`src/rtl/mem_bus_arbiter.sv`:
```
// Two-master round-robin arbiter sharing one variable-latency memory/peripheral slave.
// A watchdog aborts accesses the slave never acknowledges and reports them through mX_err.
module mem_bus_arbiter #(
   parameter int                ADDR_W   = 32,
   parameter int                DATA_W   = 32,
   parameter int                TIMEOUT  = 15,
   parameter logic [DATA_W-1:0] ERR_DATA = 32'hDEADBEEF
) (
   input  logic              clk,
   input  logic              reset,
   input  logic              m0_req,
   input  logic              m0_we,
   input  logic [ADDR_W-1:0] m0_addr,
   input  logic [DATA_W-1:0] m0_wdata,
   output logic [DATA_W-1:0] m0_rdata,
   output logic              m0_done,
   output logic              m0_err,
   output logic              m0_lock,
   input  logic              m1_req,
   input  logic              m1_we,
   input  logic [ADDR_W-1:0] m1_addr,
   input  logic [DATA_W-1:0] m1_wdata,
   output logic [DATA_W-1:0] m1_rdata,
   output logic              m1_done,
   output logic              m1_err,
   output logic              m1_lock,
   output logic              s_sel,
   output logic              s_we,
   output logic [ADDR_W-1:0] s_addr,
   output logic [DATA_W-1:0] s_wdata,
   input  logic [DATA_W-1:0] s_rdata,
   input  logic              s_ready
);

   typedef enum logic [1:0] {
      IDLE   = 2'd0,
      ACCESS = 2'd1,
      RESP   = 2'd2
   } state_t;

   // Watchdog counts from 0 in the first ACCESS cycle, so the last allowed cycle sees TIMEOUT-1.
   localparam logic [7:0] WDOG_LAST = 8'(TIMEOUT - 1);

   state_t            state_q;
   logic              s_sel_q;
   logic              s_we_q;
   logic [ADDR_W-1:0] s_addr_q;
   logic [DATA_W-1:0] s_wdata_q;
   logic [DATA_W-1:0] rdata_q [2];
   logic [1:0]        done_q;
   logic [1:0]        err_q;
   logic              grant_q;
   logic              grant_d;
   logic              last_grant_q;
   logic [7:0]        wdog_q;
   logic [1:0]        req;
   logic [1:0]        lock;

   assign req = {m1_req, m0_req};

   // On a tie the master that was not served last wins; a lone requester always wins.
   always_comb begin
      grant_d = m1_req;
      if (m0_req && m1_req) begin
         grant_d = ~last_grant_q;
      end
   end

   generate
      for (genvar gi = 0; gi < 2; gi++) begin : g_lock
         assign lock[gi] = req[gi] & ~done_q[gi];
      end
   endgenerate

   always_ff @(posedge clk) begin
      if (reset) begin
         state_q      <= IDLE;
         s_sel_q      <= 1'b0;
         s_we_q       <= 1'b0;
         s_addr_q     <= '0;
         s_wdata_q    <= '0;
         rdata_q[0]   <= '0;
         rdata_q[1]   <= '0;
         done_q       <= '0;
         err_q        <= '0;
         grant_q      <= 1'b0;
         last_grant_q <= 1'b1;
         wdog_q       <= '0;
      end else begin
         case (state_q)
            IDLE: begin
               if (|req) begin
                  grant_q   <= grant_d;
                  s_we_q    <= grant_d ? m1_we    : m0_we;
                  s_addr_q  <= grant_d ? m1_addr  : m0_addr;
                  s_wdata_q <= grant_d ? m1_wdata : m0_wdata;
                  s_sel_q   <= 1'b1;
                  wdog_q    <= '0;
                  state_q   <= ACCESS;
               end
            end
            ACCESS: begin
               if (s_ready) begin
                  if (!s_we_q) begin
                     rdata_q[grant_q] <= s_rdata;
                  end
                  done_q[grant_q] <= 1'b1;
                  s_sel_q         <= 1'b0;
                  state_q         <= RESP;
               end else if (wdog_q == WDOG_LAST) begin
                  if (!s_we_q) begin
                     rdata_q[grant_q] <= ERR_DATA;
                  end
                  done_q[grant_q] <= 1'b1;
                  err_q[grant_q]  <= 1'b1;
                  s_sel_q         <= 1'b0;
                  state_q         <= RESP;
               end else begin
                  wdog_q <= wdog_q + 8'd1;
               end
            end
            RESP: begin
               done_q       <= '0;
               err_q        <= '0;
               last_grant_q <= grant_q;
               state_q      <= IDLE;
            end
            default: begin
               state_q <= IDLE;
            end
         endcase
      end
   end

   assign s_sel    = s_sel_q;
   assign s_we     = s_we_q;
   assign s_addr   = s_addr_q;
   assign s_wdata  = s_wdata_q;
   assign m0_rdata = rdata_q[0];
   assign m1_rdata = rdata_q[1];
   assign m0_done  = done_q[0];
   assign m1_done  = done_q[1];
   assign m0_err   = err_q[0];
   assign m1_err   = err_q[1];
   assign m0_lock  = lock[0];
   assign m1_lock  = lock[1];

endmodule
```
`config.mk`:
```
export PLATFORM = sky130hd
export DESIGN_NAME = mem_bus_arbiter
export DESIGN_NICKNAME = d
export VERILOG_FILES = /design/src/rtl/mem_bus_arbiter.sv
export SDC_FILE = /design/constraint.sdc
export NUM_CORES = 1
export LEC_CHECK = 0
export ABC_AREA = 1
export BUFFER_PORTS_ARGS = -buffer_cell sky130_fd_sc_hd__buf_2
export CAP_MARGIN = 30
export CORE_MARGIN = 2
export CORE_UTILIZATION = 47
export CTS_CLUSTER_DIAMETER = 100
export DETAILED_ROUTE_END_ITERATION = 16
export GPL_TIMING_DRIVEN = 0
export PLACE_DENSITY = 0.85
export SLEW_MARGIN = 20
export SYNTH_ARGS = -nofsm -noshare
export SYNTH_HDL_FRONTEND = slang
export SYNTH_SLANG_ARGS = --single-unit
```
`constraint.sdc`:
```
create_clock -name clk -period 3.1 [get_ports clk]
set_input_delay 0.31 -clock clk [delete_from_list [all_inputs] [get_ports clk]]
set_output_delay 0.31 -clock clk [all_outputs]
set_load 0.1 [all_outputs]
```
After elaboration in Yosys (flattened, before gate mapping)
Memory sizes are Yosys's and may differ from the RTL's.
Cells that the tools add are included.

storage, ports and cells
  register bits after elaboration = 82
  memory bits (writable) = 64
  input bits = 167
  output and inout port bits = 136
  memories = 1

cells by class
  add/sub/neg operators = 1
  order comparisons = 2
  eq/ne operators = 8
  muxes and demuxes = 40
  bitwise gates (word level) = 8
  reduce and logical (&&, ||, !) cells = 13

memories
  memory   words  width  read ports  clocked after memory_dff  wr ports  line  source
  rdata_q  2      32     2           0                         2         49    logic [DATA_W-1:0] rdata_q [2];

operator list
  operator             number
  $mux 32              4
  $reduce_or 32->1     1
  $mux 8               3
  $mux 1               20
  $pmux 8 s2           1
  $mux 2               7
  $pmux 2 s2           3
  $add 8x1->8 const B  1
  $eq 8x4->1 const B   1
  $ne 2x2->1 const B   4
  $reduce_and 2->1     3
  $reduce_and 3->1     2
  $or 2x2->2           2
  $reduce_and 4->1     1
  $reduce_bool 2->1    2
  $ne 3x3->1 const B   1
  $not 1->1            3
  $and 1x1->1          2
  $eq 2x1->1 const B   1
  $eq 2x2->1 const B   1
  $logic_and 1x1->1    2
  $logic_not 2->1      1
  $lt 1x2->1 const B   1
  $pmux 1 s2           1
  other kinds (4)      4

Depth between registers and ports, before layout
  depth after elaboration = 9
  depth in mapped cells = 10
  gate-level depth less buffers = 9

Least setup slack after synthesis
No wires, ideal clock.

  path kind = flip-flop to flip-flop
  start = register s_we_q (netlist: s_we)
  end = memory rdata_q[0][0] (enable)
  setup time = 478 ps
  arrival time = 2107 ps
  data required time = 2622 ps
  slack = 515 ps
  stages on the path, launching flop included = 5
  path buffers = 1
  period minus slack after synthesis = 2585 ps
  cells stage by stage = dfxtp_1 nor2_1 nand3_4 buf_6 nand2_1

RTL lines
  item                    line  source
  from (decl)             46    logic s_we_q;
  from (signal assigned)  94    s_we_q <= grant_d ? m1_we : m0_we;
  to (decl)               49

==> metrics.txt <==
drt total wl 19,660 um; clock tree from TritonCTS built; worst slew margin relative to its limit 46.93%; final hold violation count 0; capture point of the critical path rdata_q[0][0]; critical setup path kind reg2reg; placed instance count 1,225; areal power density over the cells 763.6 nW/um2; largest voltage drop on the vdd net 0.0005569 V; number of cells produced by synthesis 748; via density per instance 5.076; die area 14,430 um2; Root Driver sky130_fd_sc_hd__clkbuf_16; Most Frequent Cell on Critical Path sky130_fd_sc_hd__nand3_4; Worst EP arrival 2390 ps; cts bufs inserted 17; chip height 120.1 um; library cells used by synthesis 26; total nets after synthesis 921; initial cell density of the core 48.06%; final setup violation count 0; post-synthesis register bit count 146; most numerous cell in the Yosys netlist sky130_fd_sc_hd__nand2_1; ranking of synthesized cells by area sky130_fd_sc_hd__edfxtp_1 (30%), sky130_fd_sc_hd__dfxtp_1 (26%), sky130_fd_sc_hd__nand2_1 (13%); average cell area after synthesis 8.476 um2; worst setup path start wdog_q[0]; post-layout instance count excluding filler cells 1,257; r2r startpoint wdog_q[0]; multi-input combinational cell area 2253 um2; # hold bufs at CTS 0; number of resized instances in the post-cts repair step 0; Post-synth top cells sky130_fd_sc_hd__nand2_1 (214), sky130_fd_sc_hd__nor2_1 (88), sky130_fd_sc_hd__dfxtp_1 (82); first-pass GRT wire length 29,990 um; setup slack of the most critical reg-to-reg path 760 ps; longest individual stage delay on the worst path 570 ps; Routed WL per cell 15.64 um; clk_lat worst skew 430 ps; synth warn 0; cell depth of the worst flop-to-flop path 9; depth of the CTS H-tree 4; Total Neg Setup Slack 0 ps; number of optimization iterations in the first detailed-route pass 5; Tightest Pin Transition 793.3 ps; Required @ worst endpoint 3150 ps; width of the die 120.1 um; Reg clk slew, reported paths 60 ps; overflow left after global routing 0; post-synthesis cell type with the largest combined area sky130_fd_sc_hd__edfxtp_1; worst hold margin 139.8 ps; largest net degree at the start of global routing 33; Post-CTS Setup Repair Bufs 0; Final min period 2340 ps; total core area 13,190 um2; post-route standard cell area excluding fillers 8687 um2; number of clock sinks 146; # IOs 303; Max Clock Skew 8.963 ps; pins over their slew limit 0; initial antenna violation count 0; fin crit share 75.47%; vias in the first global route 5,953; critical path launch point type register; max-cap viol count 0; last weighted congestion value of the routability-driven placer 0.9143; number of fill cells in the layout 1,085; area occupied by registers 3563 um2; crit path cell chain inv_1 -> ha_1 -> nand2_1 -> nor2_4 -> nand3_4 -> nand2_4 -> nand3_4 -> buf_6 -> nand2_2; half-perimeter wire length of the detailed placement result 14,800 um; fraction of post-synthesis cell area in the top cell type by area 30.31%; layout-stage area growth over the synthesis result 37.02%; quantity of I/O buffers inserted on ports 301; number of nets with antenna violations after detailed routing 0; cell row count 42; Netlist Area Pre-Place 6340 um2; Hold Crit Class in2reg; Max Fanout on Critical Path 32; DRC violations left 0; routed vias 6,381; RSZ-0062 raised after global routing false; number of violations reported at the end of detailed-routing iteration 0 394; Diodes inserted 0; Post-synth EDFFs 64; fin nets 1,241; total routing usage reported by global routing 27.14%; layout cell share with drive strength beyond 1 34.97%; static leakage 4.360 nW; category of the worst setup path capture point register; upper clock frequency limit 427.4 MHz; CP delay by family, top simple AND/OR/NAND/NOR gates; number of cells on the critical path 9; fraction of registers with async set/reset 0%; cell type of the slowest stage on the worst timing path sky130_fd_sc_hd__nand2_2; worst path bufs/invs 2; endpoint of the lowest-slack register-to-register path rdata_q[0][0]; number of buffers on the longest clock path 2; status finished, final reports clean; fraction of the yosys area taken by sequential cells 56.21%; Synth Flop Type sky130_fd_sc_hd__dfxtp_1; Area after DPL 8071 um2
-- cells in the final DEF, fill, tap and decap left out, types with 16 or more instances in the layout --
master / synthesis / final
sky130_fd_sc_hd__edfxtp_1: 64 / 64
sky130_fd_sc_hd__nand2_1: 214 / 212
sky130_fd_sc_hd__nor2_1: 88 / 88
sky130_fd_sc_hd__o21ai_0: 67 / 67
sky130_fd_sc_hd__clkbuf_16: 0 / 17
sky130_fd_sc_hd__a31oi_1: 65 / 65
sky130_fd_sc_hd__buf_2: 16 / 317
sky130_fd_sc_hd__inv_1: 60 / 60
sky130_fd_sc_hd__clkbuf_1: 21 / 22
sky130_fd_sc_hd__a21oi_1: 16 / 16
sky130_fd_sc_hd__dfxtp_1: 82 / 82
-- state kept, by name, summed over array words and instances, names as in the netlist --
signal,cells
done_q,2
err_q,2
grant_q,1
last_grant_q,1
rdata_q,64
s_addr,32
s_sel,1
s_wdata,32
s_we,1
state_q,2
wdog_q,8
-- power by group --
part | internal, mW | switching, mW
combinational | 0.362 | 1.83
sequential | 2.20 | 0.0878
clock | 1.34 | 0.809
-- worst min-delay path: stages --
cell	delay, ps
sky130_fd_sc_hd__buf_2	90
sky130_fd_sc_hd__nand2_1	50
sky130_fd_sc_hd__a31oi_1	70
-- worst min-delay path by stage --
stage               slack [ps]    startpoint           end  depth (start not counted)
floorplan                  450  last_grant_q  last_grant_q                          2
global placement           470  last_grant_q  last_grant_q                          2
detailed placement         470  last_grant_q  last_grant_q                          2
CTS                        130  m1_wdata[20]   s_wdata[20]                          3
global route               140  m1_wdata[17]   s_wdata[17]                          3
finish                     140   m1_addr[22]    s_addr[22]                          3
-- final cells by class --
cell class,count,area share [%]
well taps,176,2.535
inverters,70,3.025
multi-input cells,485,25.94
repair buffers,301,17.34
plain buffers,47,3.053
clock buffers,18,4.940
clock inverters,14,2.146
flip-flops and latches,146,41.02
-- logic make-up (layout without fill, tap and decap cells) --
group / after synthesis / count (layout) / share of synthesized area [%]
buffers and inverters: 117 / 450 / 8.329
flip-flops: 146 / 146 / 56.21
AO/OA/AOI/OAI: 151 / 151 / 13.32
adder cells (fa/ha/maj): 6 / 6 / 1.184
AND/OR/NAND/NOR: 328 / 328 / 20.96
-- per-stage QoR --
stage	utilization (%)	worst slack (ps)	total power, mW
5_1_grt	65.86	601.6	6.842
6_report	65.86	760.4	6.633
2_1_floorplan	-	514.6	4.057
3_5_place_dp	61.19	765.8	4.504
4_1_cts	65.86	745.7	6.634
3_3_place_gp	61.16	351.8	4.489
-- per-layer routing --
metal | up-vias | global-route usage [%] | wire [um]
met5 | - | 0 | 0
met4 | 0 | 11.91 | 671
met3 | 50 | 7.272 | 1467
met2 | 330 | 50.04 | 10190
met1 | 2895 | 28.81 | 7325
li1 | 3106 | - | -
(Power assumes the default switching activity.)
